### src/rtl/mem_access_stage.sv
// rtl/mem_access_stage.sv - Y86 memory stage: decode, req/ack data-memory access, stall and M/W register.
// Optional alignment check: define MEM_ALIGN_CHECK_EN.
module mem_access_stage #(
  parameter logic [7:0] RNONE        = 8'h0F,
  parameter int         DMEM_TIMEOUT = 16
) (
  input  logic        clk,
  input  logic        rst,
  input  logic [7:0]  mem_icode,
  input  logic [31:0] mem_valA,
  input  logic [31:0] mem_valP,
  input  logic [31:0] mem_valE,
  input  logic [7:0]  mem_dstE,
  input  logic [7:0]  mem_dstM,
  input  logic        M_Cnd_i,
  output logic        dmem_req,
  output logic        dmem_we,
  output logic [31:0] dmem_addr,
  output logic [31:0] dmem_wdata,
  input  logic [31:0] dmem_rdata,
  input  logic        dmem_ack,
  output logic        m_stall_o,
  output logic [7:0]  wb_icode,
  output logic [7:0]  wb_dstE,
  output logic [7:0]  wb_dstM,
  output logic [31:0] wb_valE,
  output logic [31:0] wb_valM,
  output logic [2:0]  wb_stat,
  output logic        W_Cnd_o
);
  typedef enum logic [1:0] {S_IDLE, S_REQ, S_DONE} state_t;

  localparam logic [2:0] STAT_AOK = 3'd1;
  localparam logic [2:0] STAT_HLT = 3'd2;
  localparam logic [2:0] STAT_ADR = 3'd3;
  localparam logic [2:0] STAT_INS = 3'd4;
  localparam logic [15:0] TMO_LAST = 16'(DMEM_TIMEOUT - 1);

  state_t      state_q, state_d;
  logic        req_q, req_d, we_q, we_d, err_q, err_d;
  logic [31:0] addr_q, addr_d, wdata_q, wdata_d, valm_q, valm_d;
  logic [15:0] cnt_q, cnt_d;
  logic [7:0]  w_icode_q, w_icode_d, w_dste_q, w_dste_d, w_dstm_q, w_dstm_d;
  logic [31:0] w_vale_q, w_vale_d, w_valm_q, w_valm_d;
  logic [2:0]  w_stat_q, w_stat_d;
  logic        w_cnd_q, w_cnd_d;

  logic        is_rd, is_wr, is_mem, misalign, stall;
  logic [31:0] op_addr, op_wdata;

  always_comb begin
    is_rd    = (mem_icode == 8'h05) || (mem_icode == 8'h0B) || (mem_icode == 8'h09);
    is_wr    = (mem_icode == 8'h04) || (mem_icode == 8'h0A) || (mem_icode == 8'h08);
    is_mem   = is_rd || is_wr;
    op_addr  = ((mem_icode == 8'h0B) || (mem_icode == 8'h09)) ? mem_valA : mem_valE;
    op_wdata = (mem_icode == 8'h08) ? mem_valP : mem_valA;
`ifdef MEM_ALIGN_CHECK_EN
    misalign = (op_addr[1:0] != 2'b00);
`else
    misalign = 1'b0;
`endif
    stall    = ((state_q == S_IDLE) && is_mem) || (state_q == S_REQ);
  end

  always_comb begin
    state_d = state_q;
    req_d   = req_q;
    we_d    = we_q;
    addr_d  = addr_q;
    wdata_d = wdata_q;
    valm_d  = valm_q;
    err_d   = err_q;
    cnt_d   = cnt_q;
    case (state_q)
      S_IDLE: begin
        if (is_mem) begin
          valm_d = 32'd0;
          cnt_d  = 16'd0;
          if (misalign) begin
            state_d = S_DONE;
            err_d   = 1'b1;
          end else begin
            state_d = S_REQ;
            err_d   = 1'b0;
            req_d   = 1'b1;
            we_d    = is_wr;
            addr_d  = op_addr;
            wdata_d = op_wdata;
          end
        end
      end
      S_REQ: begin
        if (dmem_ack) begin
          state_d = S_DONE;
          req_d   = 1'b0;
          we_d    = 1'b0;
          if (!we_q) valm_d = dmem_rdata;
        end else if (cnt_q == TMO_LAST) begin
          state_d = S_DONE;
          req_d   = 1'b0;
          we_d    = 1'b0;
          err_d   = 1'b1;
        end else begin
          cnt_d = cnt_q + 16'd1;
        end
      end
      S_DONE:  state_d = S_IDLE;
      default: state_d = S_IDLE;
    endcase
  end

  // While stalled W takes a bubble; in DONE the frozen M instruction retires with the access result.
  always_comb begin
    w_icode_d = 8'h01;
    w_dste_d  = RNONE;
    w_dstm_d  = RNONE;
    w_vale_d  = 32'd0;
    w_valm_d  = 32'd0;
    w_stat_d  = STAT_AOK;
    w_cnd_d   = 1'b0;
    if (!stall) begin
      w_icode_d = mem_icode;
      w_dste_d  = mem_dstE;
      w_vale_d  = mem_valE;
      w_cnd_d   = M_Cnd_i;
      if (state_q == S_DONE) begin
        w_valm_d = (is_rd && !err_q) ? valm_q : 32'd0;
        w_stat_d = err_q ? STAT_ADR : STAT_AOK;
        w_dstm_d = err_q ? RNONE : mem_dstM;
      end else begin
        w_dstm_d = mem_dstM;
        if (mem_icode == 8'h00)     w_stat_d = STAT_HLT;
        else if (mem_icode > 8'h0B) w_stat_d = STAT_INS;
        else                        w_stat_d = STAT_AOK;
      end
    end
  end

  always_ff @(posedge clk or posedge rst) begin
    if (rst) begin
      state_q   <= S_IDLE;
      req_q     <= 1'b0;
      we_q      <= 1'b0;
      addr_q    <= 32'd0;
      wdata_q   <= 32'd0;
      valm_q    <= 32'd0;
      err_q     <= 1'b0;
      cnt_q     <= 16'd0;
      w_icode_q <= 8'h01;
      w_dste_q  <= RNONE;
      w_dstm_q  <= RNONE;
      w_vale_q  <= 32'd0;
      w_valm_q  <= 32'd0;
      w_stat_q  <= STAT_AOK;
      w_cnd_q   <= 1'b0;
    end else begin
      state_q   <= state_d;
      req_q     <= req_d;
      we_q      <= we_d;
      addr_q    <= addr_d;
      wdata_q   <= wdata_d;
      valm_q    <= valm_d;
      err_q     <= err_d;
      cnt_q     <= cnt_d;
      w_icode_q <= w_icode_d;
      w_dste_q  <= w_dste_d;
      w_dstm_q  <= w_dstm_d;
      w_vale_q  <= w_vale_d;
      w_valm_q  <= w_valm_d;
      w_stat_q  <= w_stat_d;
      w_cnd_q   <= w_cnd_d;
    end
  end

  assign dmem_req   = req_q;
  assign dmem_we    = we_q;
  assign dmem_addr  = addr_q;
  assign dmem_wdata = wdata_q;
  assign m_stall_o  = stall;
  assign wb_icode   = w_icode_q;
  assign wb_dstE    = w_dste_q;
  assign wb_dstM    = w_dstm_q;
  assign wb_valE    = w_vale_q;
  assign wb_valM    = w_valm_q;
  assign wb_stat    = w_stat_q;
  assign W_Cnd_o    = w_cnd_q;
endmodule

### config.mk
export PLATFORM = sky130hd
export DESIGN_NAME = mem_access_stage
export DESIGN_NICKNAME = d
export VERILOG_FILES = /design/src/rtl/mem_access_stage.sv
export SDC_FILE = /design/constraint.sdc
export NUM_CORES = 1
export LEC_CHECK = 0
export CORE_MARGIN = 2
export CORE_UTILIZATION = 25
export CTS_BUF_LIST = sky130_fd_sc_hd__clkbuf_16
export CTS_CLUSTER_DIAMETER = 50
export CTS_CLUSTER_SIZE = 14
export DETAILED_ROUTE_END_ITERATION = 8
export SLEW_MARGIN = 20
export SYNTH_ARGS = -nofsm -noshare
export SYNTH_HDL_FRONTEND = slang
export SYNTH_SLANG_ARGS = --single-unit
### constraint.sdc
create_clock -name clk -period 6.3 [get_ports clk]
set_input_delay 0.63 -clock clk [delete_from_list [all_inputs] [get_ports clk]]
set_output_delay 0.63 -clock clk [all_outputs]
set_load 0.05 [all_outputs]
==> results of run 1 <==
-- per-layer routing --
metal	GRT usage, %	up-vias
li1	-	3132
met1	16.3	3056
met2	23.8	250
met3	5.56	33
met4	3.84	0
met5	0	-
-- how the worst max path moves through the flow --
| stage | startpoint | endpoint | slack (ns) |
|---|---|---|---|
| final | mem_icode[3] | m_stall_o | 2.90 |
| after floorplan | rst | W_Cnd_o | 2.96 |
| after global placement | mem_icode[3] | cnt_q[12] | 2.79 |
| after CTS | mem_icode[3] | m_stall_o | 2.89 |
| after global routing | mem_icode[3] | m_stall_o | 2.80 |
| after detailed placement | mem_icode[3] | cnt_q[12] | 2.71 |
-- kinds of logic (layout without fill, tap and decap cells) --
family / Yosys count / in the layout / synth area share [%]
buf+inv: 49 / 383 / 2.23
simple gates: 293 / 293 / 17.3
mux: 66 / 66 / 8.01
compound gates: 124 / 124 / 8.04
xor+xnor: 6 / 6 / 0.637
flops: 209 / 209 / 63.6
fa+ha+maj: 1 / 1 / 0.152
-- final cells by class --
type / count / share of cell area, %
flip-flops and latches: 209 / 40.6
repair buffers: 323 / 25.1
multi-input cells: 490 / 22.1
clock buffers: 29 / 5.62
well taps: 442 / 4.28
clock inverters: 25 / 2.17
inverters: 6 / 0.204
-- state kept, by name, indices dropped and copies added, names as in the netlist --
name,flops
dmem_wdata,32
wb_stat,3
dmem_req,1
W_Cnd_o,1
wb_icode,8
wb_valM,32
dmem_addr,32
dmem_we,1
state_q,2
cnt_q,16
err_q,1
valm_q,32
wb_dstM,8
wb_valE,32
wb_dstE,8
-- power breakdown --
part	total [mW]	internal (mW)	switching, mW
registers	1.62	1.53	0.0904
clock network	1.67	0.963	0.709
logic	1.10	0.393	0.709
-- Yosys cell counts --
library cell,instances
ha_1,1
o21a_1,1
nand3_1,8
mux2i_1,66
nor4_1,6
nor4_2,1
a21oi_1,39
and3_1,3
buf_1,3
or3b_1,1
nand2_1,115
o31ai_1,2
o41ai_1,1
nor2b_1,47
o21ai_1,5
nand2b_1,7
a2111oi_4,1
or2_2,6
or4_4,1
o2bb2ai_1,1
nor2_1,47
and4_1,1
inv_1,6
nand4_1,10
dfstp_2,10
and2_1,37
nor3_1,3
clkbuf_1,40
a31oi_1,2
dfrtp_1,199
o21bai_1,1
xor2_1,6
o21ai_0,71
-- metrics by stage --
step | area, µm² | power (mW) | hold WS (ns) | setup slack (ns) | utilization (%)
floorplan | 8250 | 2.29 | 0.453 | 2.96 | -
detailed placement | 11900 | 2.76 | 0.461 | 2.71 | 36.5
global placement | 11900 | 2.75 | 0.460 | 2.79 | 36.5
finish | 12900 | 4.39 | 0.474 | 2.90 | 39.7
global route | 12900 | 4.61 | 0.489 | 2.80 | 39.7
CTS | 12900 | 4.47 | 0.476 | 2.89 | 39.6
-- worst max-delay path, cell delays in order --
cell and delay (ns):
clkdlybuf4s50_1 0.54, or3b_1 0.49, a21oi_1 0.18, o21a_2 0.14, clkdlybuf4s50_1 0.79
==> run metrics, run 1 <==
# nets final=1216; clk_lat worst skew=0.55 ns; Rel. slew slack=39.2%; Fin Setup TNS=0 ns; met1 WL=10000 µm; clk root buf=clkbuf_16; #FFs+latches synth=209; # IOs=between 300 and 400; r2r setup slk=3.84 ns; routability cong.=0.754; cells on worst reg2reg path=5; leakage power=5.86 nW; Die Area=34500 µm²; GR Overflow Total=0; share of layout cells above drive strength 1=8.13%; vias in the first global route=6786; antenna violations before repair=0; global-route wire length before repair=37500 µm; final WL=24700 µm; Multi-input gate area=2850 µm²; IO buf count=314; CTS Buffer Depth=3; 1st-iter DRT viols=approximately 200; Antenna diodes=0; Max FO, Critical Path=5; Final Hold Fails=0; Worst Hold Class=register to register; top cells by area, synth=dfrtp_1 (60%), mux2i_1 (8.0%), nand2_1 (5.2%), o21ai_0 (4.3%), nor2b_1 (3.6%); Syn Inst Count=approximately 750; total CTS buffers=29; routed len/inst=16.2 µm; setup bufs post-CTS=0; Worst-path clk slew=about 0.060 ns; met3 routed WL=2610 µm; synth warn=0; Worst Max-Slew Pin Slew=0.912 ns; Synth cell types=33; Die W=186 µm; CP startpoint kind=primary input; fin crit share=54.0%; final worst path period need=3.40 ns; Antenna Violating Nets Remaining=0; Setup Skew=0.0114 ns; synthesized cell area=8250 µm²; fmax=slightly below 0.3 GHz; post-route insts no fill=1524; Pre-antenna DRT Iters=4; R2R Path Start=cnt_q[5]; worst hold endpoint=wb_valM[24]; PwrDens=340 nW/µm²; DRC Markers=0; Hold Buf Count CTS=0; # fillers=3203; starting density of the core=25.3%; critical path data required time=between 5 and 6 ns; leading cell types in the layout, fill and taps excluded=clkdlybuf4s50_1 (314), dfrtp_1 (199), nand2_1 (113); metal2 WL=11600 µm; Avg Vias per Cell=4.25; Post-Syn Area per Cell=11.0 µm²; cell taking the most area after synthesis=dfrtp_1; post-synth top area share=60.4%; Inst Count DP=1469; Vias=between 6000 and 7000; kind of critical path=primary input to output port; Layout Area Growth over Synthesis=56.6%; RSZ-0062 raised after global routing=false; register area share after synthesis=63.6%; Num Clock Sinks=209; max-cap violations=0; placed wire-length estimate=16900 µm; GRT Util Overall=13.9%; Max Slew Vio Count=0; Peak supply drop=0.193 mV; outcome=finished, final reports clean; die height=roughly 190 µm; TritonCTS clock tree=yes; RR Endpoint=cnt_q[4]; most common cell after layout, fill and taps aside=clkdlybuf4s50_1; hold path start=valm_q[24]; CP Capture Type=output port; largest net degree at the start of global routing=106; Hold Path Depth=1; H-tree depth=1; Sequential Area=between 5000 and 6000 µm²; syn_nets=905; CTS resizes=0; setup violators final=0; top sig layer=met4; Core Rows=66; WP data arrival=2.77 ns; total core area=32500 µm²
Note: power is estimated with default switching activity, not from simulation.
==> inputs of run 2 (changes only) <==
==> constraint.sdc (replaced) <==
create_clock -name clk -period 2.85 [get_ports clk]
set_input_delay 0.285 -clock clk [delete_from_list [all_inputs] [get_ports clk]]
set_output_delay 0.285 -clock clk [all_outputs]
set_load 0.05 [all_outputs]
==> run metrics, run 2 (same netlist as run 1, synthesis figures left out) <==
Slowest Stage Delay on Critical Path=0.65 ns (-0.14 ns); max-cap violations=0 (unchanged); Inst Count DP=1478 (+0.61%); DRC Markers=0 (unchanged); outcome=finished, final reports clean; Die W=186 µm (unchanged); clk_lat worst skew=0.54 ns (about the same); post-route insts no fill=1535 (+0.72%); total core area=32500 µm² (unchanged); final WL=25300 µm (+2.4%); vias in the first global route=6829 (+0.63%); Hold Buf Count CTS=0 (unchanged); Die Area=34500 µm² (unchanged); DP Area=12000 µm² (+1.2%); Antenna diodes=0 (unchanged); crit-path cells=nand2b_1 > nor2_1 > a21oi_1 > o21ai_1 > o41ai_1; Worst Hold Class=primary input to async pin; Antenna Violating Nets Remaining=0 (unchanged); Max FO, Critical Path=12 (+7); Peak supply drop=0.543 mV (+180%); Num Clock Sinks=209 (unchanged); antenna violations before repair=0 (unchanged); Final Hold Fails=0 (unchanged); GR Overflow Total=0 (unchanged); CP startpoint kind=register; total CTS buffers=31 (+6.9%); routed len/inst=16.5 µm (+1.7%); 1st-iter DRT viols=266 (+30%); Avg Vias per Cell=4.23 (-0.29%); fin crit share=77.1%; CTS resizes=0 (unchanged); WP data arrival=2.62 ns (-0.15 ns); Vias=6499 (+0.43%); clk root buf=clkbuf_16; setup bufs post-CTS=0 (unchanged); IO buf count=314 (unchanged); PwrDens=757 nW/µm² (+120%); H-tree depth=1 (unchanged); placed wire-length estimate=18000 µm (+6.5%); Setup Skew=0.0135 ns (+0.00209 ns); GRT Util Overall=14.5% (+0.56 points); most common cell after layout, fill and taps aside=clkdlybuf4s50_1; kind of critical path=register to register; starting density of the core=25.3% (unchanged); global-route wire length before repair=39200 µm (+4.5%); # nets final=1226 (+0.82%); leakage power=5.95 nW (+1.5%); PnR worst setup slack=0.652 ns (-2.24 ns); fmax=0.455 GHz; die height=186 µm (unchanged); Layout Area Growth over Synthesis=58.7%; setup violators final=0 (unchanged); TritonCTS clock tree=yes; largest net degree at the start of global routing=71 (-33%); routability cong.=0.758 (+0.54%); post-route cell area=13100 µm² (+1.4%); leading cell types in the layout, fill and taps excluded=clkdlybuf4s50_1 (313), dfrtp_1 (199), nand2_1 (113); CP max-delay cell=a21oi_1; # IOs=315 (unchanged); Max Slew Vio Count=0 (unchanged); RSZ-0062 raised after global routing=false; Rel. slew slack=51.4% (+12 points); Core Rows=66 (unchanged); Worst Max-Slew Pin Slew=0.730 ns (-0.183 ns); share of layout cells above drive strength 1=8.78% (+0.65 points); CP Capture Type=register; Worst-path clk slew=0.06 ns (about the same); final worst path period need=2.20 ns; dpl ws=0.320 ns (-2.39 ns); critical path data required time=3.28 ns (-2.39 ns); CTS Buffer Depth=3 (unchanged); Pre-antenna DRT Iters=4 (unchanged)
[run 2: changes by cell type in the layout (fill, tap and decap cells not counted), sizes merged]
cell	previous run	this run
buf	9	18
bufinv	2	4
clkbuf	29	31
clkdlybuf4s50	314	313
clkinv	9	11
clkinvlp	5	6
inv	15	11
[run 2: cell type report]
cell class / count / area (µm²)
clock buffers: 31 / 776
clock inverters: 26 / 287
fillers: 3179 / 19400
inverters: 6 / 26.3
multi-input cells: 490 / 2850
flip-flops and latches: 209 / 5240
well taps: 442 / 553
repair buffers: 331 / 3360
[run 2: path summary, 6_finish.rpt]
path / start / endpoint / slack [ns] / cells past startpoint
min: rst / wb_dstM[6] / 0.06 / 2
min reg2reg: valm_q[25] / wb_valM[25] / 0.47 / 1
max in group asynchronous: rst / wb_stat[0] / 1.99 / 3
max: state_q[1] / cnt_q[12] / 0.65 / 5
min in group clk: mem_dstM[0] / wb_dstM[0] / 0.28 / 2
max reg2reg: state_q[1] / cnt_q[12] / 0.65 / 5
[run 2: per-stage QoR]
step / hold WS (ns) / TNS, ns / power [mW] / util, %
3_3_place_gp: 0.460 / 0 / 6.11 / 37.0
4_1_cts: 0.0535 / 0 / 10.1 / 40.2
3_5_place_dp: 0.462 / 0 / 6.13 / 37.0
5_1_grt: 0.0708 / 0 / 10.4 / 40.2
2_1_floorplan: 0.367 / -28.07 / 5.07 / -
6_report: 0.0635 / 0 / 9.91 / 40.2
[run 2: worst max-delay path, delay by kind of cell, from the launching register on]
kind / cells / cell delay, ns
AOI/OAI and AO/OA: 3 / 0.90
DFF: 1 / 0.47
and+or+nand+nor: 2 / 0.71
[run 2: per-layer routing]
| layer | vias to the layer above | part of all wire (%) | global-route usage [%] |
|---|---|---|---|
| met5 | - | 0 | 0 |
| met2 | 244 | 47 | 24.1 |
| li1 | 3158 | - | - |
| met4 | 0 | 2.5 | 3.87 |
| met3 | 41 | 9.0 | 5.05 |
| met1 | 3056 | 41 | 17.9 |
[run 2: where the power goes]
group / internal (mW) / switching (mW)
combinational: 0.877 / 1.58
clock: 2.38 / 1.47
sequential: 3.39 / 0.206
==> patch 1 (config.mk and constraints of run 2) <==
Build with the macro `MEM_ALIGN_CHECK_EN` defined.
--- a/src/rtl/mem_access_stage.sv
+++ b/src/rtl/mem_access_stage.sv
@@ -1,4 +1,6 @@
 // rtl/mem_access_stage.sv - Y86 memory stage: decode, req/ack data-memory access, stall and M/W register.
 // Optional alignment check: define MEM_ALIGN_CHECK_EN.
+`define MEM_ALIGN_CHECK_EN
+
 module mem_access_stage #(
   parameter logic [7:0] RNONE        = 8'h0F,
Behaviour: not the same (Yosys sat finds a counterexample within 4 cycles, from zero or initial values and one cycle with rst high).
==> patch 1 against run 2 <==
Sequential cell count unchanged; first-iteration DRC count down 32%; sequential share of layout area down 1.6 points; global-route usage down 0.71 points; setup slack worse by 0.37 ns; critical path depth down 2; largest cell class unchanged; cell area up 4.3%; power down 16%; clock skew about the same; highest routed layer is now met5; clock power down 7.5%; wire length up 2.4%; register-to-register slack worse by 0.05 ns; area after synthesis up 6.6%.
==> patch 1: results (changes against run 2) <==
set qor(detailed_place_hpwl_um) 18540 ;# was 18,040 um
set qor(drt-vias-per-instance) 4.313 ;# was 4.234
set qor(fraction_of_the_yosys_area_taken_by_sequential_cells) 0.5965 ;# was 0.6358
set qor(run_status) {finished clean} ;# unchanged
set qor(pin_count_of_the_biggest_net_entering_global_routing) 110 ;# was 71
set qor(critical_path.reg2reg.startpoint) {state_q[0]$_DFFE_PP0P_} ;# was state_q[1]$_DFFE_PP0P_
set qor(peakVddDrop_mv) 0.4043 ;# was 0.5425 mV
set qor(dp_worst_setup_slack_ns) 0.006187 ;# was 0.3197 ns
set qor(synthDistinctLibCells) 52 ;# was 33
set qor(rrSetupSlack_ns) 0.60 ;# was 0.65 ns
set qor(path_max_fanout) 11 ;# was 12
set qor(synthCells) 615 ;# was 748
set qor(slowest_delay_ns) 0.57 ;# was 0.65 ns
set qor(post_drt_wl_per_cell_um) 18.05 ;# was 16.48 um
set qor(clock-skew-final_ns) 0.01365 ;# was 0.01349 ns
set qor(switching_power_mw) 2.468 ;# was 3.263 mW
set qor(drt_iter0_markers) 180 ;# was 266
set qor(worstReg2RegEnd) {cnt_q[15]$_DFFE_PP0P_} ;# was cnt_q[12]$_DFFE_PP0P_
set qor(worstSetupPathType) {reg2out} ;# was reg2reg
set qor(timing.critical_path.slowest_stage_cell) {sky130_fd_sc_hd__dfrtp_1} ;# was sky130_fd_sc_hd__a21oi_1
set qor(ff2ff_path_depth) 4 ;# was 5
set qor(number_of_placed_instances_with_taps_included) 1381 ;# was 1,478
set qor(grt_first_pass_wirelength_um) 39270 ;# was 39,180 um
set qor(gp_congestion) 0.7806 ;# was 0.7577
set qor(grt_use_total) 0.1380 ;# was 0.1451
set qor(critPathTopFamily) {simple AND/OR/NAND/NOR gates} ;# was compound AO/OA/AOI/OAI gates
set qor(cts_made_buffers) 29 ;# was 31
set qor(fin_ws_ns) 0.2787 ;# was 0.6525 ns
set qor(timing.max_slew.rel_slack) 0.5528 ;# was 0.5136
set qor(fillers) 3289 ;# was 3,179
set qor(grt_pass1_vias) 6637 ;# was 6,829
set qor(nets) 1114 ;# was 1,226
set qor(layout.cells.non_filler) 1436 ;# was 1,535
set qor(synthesized_nets) 772 ;# was 905
set qor(antenna_found_initial) 2 ;# was 0
set qor(layout-drive-gt1-share) 0.2214 ;# was 0.08783
## patch 1: changes by cell type after synthesis, sizes merged, moves of 7 or more
cell,before,now
mux2,0,124
nand2,115,7
o21ai,76,6
mux2i,66,4
nor2,47,11
a21oi,39,7
a22o,0,32
clkbuf,40,22
buf,3,12
or3,0,8
nand4,10,3
## patch 1: power by group through the flow
stage                     Sequential, mW  Combinational [mW]  Clock, mW
after CTS                           3.29                1.51       3.68
final                               3.28                1.49       3.56
after global routing                3.31                1.56       3.83
after detailed placement            3.34                1.50          0
after floorplan                     3.84               0.330          0
after global placement              3.33                1.49          0
## patch 1: cell families (layout without fill, tap and decap cells)
kind of cell,count (synthesis),after routing,share of synthesized area
compound gates,62,62,0.05837
xor+xnor,6,6,0.005981
fa+ha+maj,1,1,0.001423
buf+inv,40,405,0.02961
flops,209,209,0.5965
mux,128,128,0.1891
other cells,0,1,0
simple gates,169,169,0.1190
## patch 1: cell type report
cell class	count	area, um2	share of cell area
tap	455	569.3	0.04171
clock inverter	25	247.7	0.01815
inverter	6	26.28	0.001925
multi-input combinational	366	3323	0.2435
sequential	209	5243	0.3841
timing repair buffer	345	3511	0.2572
antenna	1	2.502	0.0001834
clock buffer	29	725.7	0.05317
## patch 1: how the worst min path moves through the flow
stage | from | end | slack [ns] | depth (start not counted)
floorplan | mem_dstM[0] | wb_dstM[0]$_DFF_PP1_ | 0.40 | 1
global placement | valm_q[20]$_DFFE_PP0P_ | wb_valM[20]$_DFF_PP0_ | 0.47 | 1
detailed placement | valm_q[26]$_DFFE_PP0P_ | wb_valM[26]$_DFF_PP0_ | 0.47 | 1
CTS | mem_dstM[3] | wb_dstM[3]$_DFF_PP1_ | 0.22 | 2
global route | mem_dstM[3] | wb_dstM[3]$_DFF_PP1_ | 0.24 | 2
finish | rst | wb_valE[0]$_DFF_PP0_ | 0.24 | 3
## patch 1: worst register-to-register path: cells and delay by family, from the launching register on
kind / cells / cell delay, ns
flip-flops: 1 / 0.57
multiplexers: 1 / 0.23
AND/OR/NAND/NOR: 3 / 1.39
## patch 1: per-layer routing
layer,part of all wire,vias up,GRT usage
li1,-,2873,-
met1,0.41,3028,0.1710
met2,0.46,247,0.2256
met3,0.11,44,0.05434
met4,0.020,2,0.03166
met5,0.00050,-,0
## patch 1: metrics by stage
stage	TNS, ns	instance area (um2)
floorplan	-28.07	8792
global placement	0	12670
detailed placement	0	12670
CTS	0	13650
global route	0	13650
finish	0	13650
==> patch 2 (flow settings as in run 2) <==
Made on the original files. `addr_q` and `wdata_q` no longer have a reset.
--- a/src/rtl/mem_access_stage.sv
+++ b/src/rtl/mem_access_stage.sv
@@ -142,6 +142,4 @@
       req_q     <= 1'b0;
       we_q      <= 1'b0;
-      addr_q    <= 32'd0;
-      wdata_q   <= 32'd0;
       valm_q    <= 32'd0;
       err_q     <= 1'b0;
@@ -158,6 +156,4 @@
       req_q     <= req_d;
       we_q      <= we_d;
-      addr_q    <= addr_d;
-      wdata_q   <= wdata_d;
       valm_q    <= valm_d;
       err_q     <= err_d;
@@ -171,4 +167,9 @@
       w_cnd_q   <= w_cnd_d;
     end
+  end
+
+  always_ff @(posedge clk) begin
+    addr_q  <= addr_d;
+    wdata_q <= wdata_d;
   end
 
Behaviour: not the same (a bounded check fails within 4 cycles, from zero or initial values and one cycle with rst high).
==> patch 2 against run 2 <==
Area after synthesis shrank 0.86%; critical path type is now reg2out; non-clock buffer count grew 2; setup slack gained 0.018 ns; count of clock-buffer cells in the layout shrank 6; wire length shrank 1.9%; cell area shrank 2.0%; largest cell class unchanged; sequential cell count is the same.
Power is not compared: it rests on default switching activity, and its combinational part moved more than twofold at a synthesized area within 25%.
==> patch 2: results (changes against run 2) <==
set qor(run_status) {finished clean} ;# unchanged
set qor(relative_area_of_clock_buffers_and_inverters_in_the_final_design) 0.06528 ;# was 0.08117
set qor(grt_first_pass_wirelength_um) 35980 ;# was 39,180 um
set qor(globalRouteMet2Util) 0.2503 ;# was 0.2409
set qor(grt_pass1_vias) 5982 ;# was 6,829
set qor(number_of_placed_instances_with_taps_included) 1356 ;# was 1,478
set qor(timing.max_slew.rel_slack) 0.5172 ;# was 0.5136
set qor(post_synthesis_adder_cell_area_fraction) 0.001531 ;# was 0.001517
set qor(avgSynthCellArea_um2) 13.29 ;# was 11.02 um2
set qor(groute.layer.met1.usage) 0.1660 ;# was 0.1794
set qor(layout.cells.non_filler) 1403 ;# was 1,535
set qor(synth_edf_count) 64 ;# was 0
set qor(antenna_cells) 1 ;# was 0
set qor(nets) 1098 ;# was 1,226
set qor(timing.critical_path.slowest_stage_cell) {sky130_fd_sc_hd__clkdlybuf4s50_1} ;# was sky130_fd_sc_hd__a21oi_1
set qor(grt_util_met3) 0.02930 ;# was 0.05048
set qor(clkbuf_count) 25 ;# was 31
set qor(dr_wl_met3_um) 1522 ;# was 2283 um
set qor(slowest_delay_ns) 0.86 ;# was 0.65 ns
set qor(critical_path_arrival_ns) 1.89 ;# was 2.62 ns
set qor(synth.area.top_cells) {sky130_fd_sc_hd__dfrtp_1, sky130_fd_sc_hd__edfxtp_1, sky130_fd_sc_hd__mux2_2} ;# was sky130_fd_sc_hd__dfrtp_1, sky130_fd_sc_hd__mux2i_1, sky130_fd_sc_hd__nand2_1
set qor(buf_share) 0.2639 ;# was 0.2564
set qor(mux_cell_area_share_after_synthesis) 0.09184 ;# was 0.08012
set qor(compound_cell_area_share_of_the_yosys_netlist) 0.05051 ;# was 0.08042
set qor(detailed_place_hpwl_um) 18420 ;# was 18,040 um
set qor(gp_congestion) 0.7826 ;# was 0.7577
set qor(pin_count_of_the_biggest_net_entering_global_routing) 35 ;# was 71
set qor(nonClockBufferCount) 333 ;# was 331
set qor(multi_input_area_share) 0.1896 ;# was 0.2176
set qor(post_drt_wl_per_cell_um) 17.68 ;# was 16.48 um
set qor(multiInputCombCellCount) 360 ;# was 490
set qor(synth.top_cells.by_count) {sky130_fd_sc_hd__dfrtp_1, sky130_fd_sc_hd__nand2_1, sky130_fd_sc_hd__edfxtp_1, sky130_fd_sc_hd__mux2_2, sky130_fd_sc_hd__nor2b_1} ;# was sky130_fd_sc_hd__dfrtp_1, sky130_fd_sc_hd__nand2_1, sky130_fd_sc_hd__o21ai_0
set qor(yosys.area_share.xor_xnor) 0.003214 ;# was 0.006373
set qor(grt_use_total) 0.1391 ;# was 0.1451
set qor(final_area_um2) 12820 ;# was 13,090 um2
set qor(synthesized_nets) 772 ;# was 905
set qor(wl_met2_um) 12850 ;# was 11,920 um
[patch 2: power breakdown]
group          leakage, nW  internal [mW]  switching (mW)
Clock                0.433           1.90            1.31
Combinational         2.19          0.470           0.564
Sequential            2.43           3.31           0.124
Total                 5.05           5.68            2.00
[patch 2: path summary, 6_finish.rpt]
path                       cells past startpoint                 endpoint                   start  slack [ns]
setup / recovery                               1              wb_icode[0]   wb_icode[0]$_DFF_PP1_        0.67
hold reg to reg                                1     wb_valM[9]$_DFF_PP0_   valm_q[9]$_DFFE_PP0P_        0.47
setup reg to reg                               4  dmem_addr[31]$_DFFE_PP_  state_q[1]$_DFFE_PP0P_        0.89
max in group asynchronous                      3     wb_dstE[1]$_DFF_PP1_                     rst        1.91
min in group clk                               2        W_Cnd_o$_DFF_PP0_                 M_Cnd_i        0.31
hold / removal                                 2        err_q$_DFFE_PP0P_                     rst        0.26
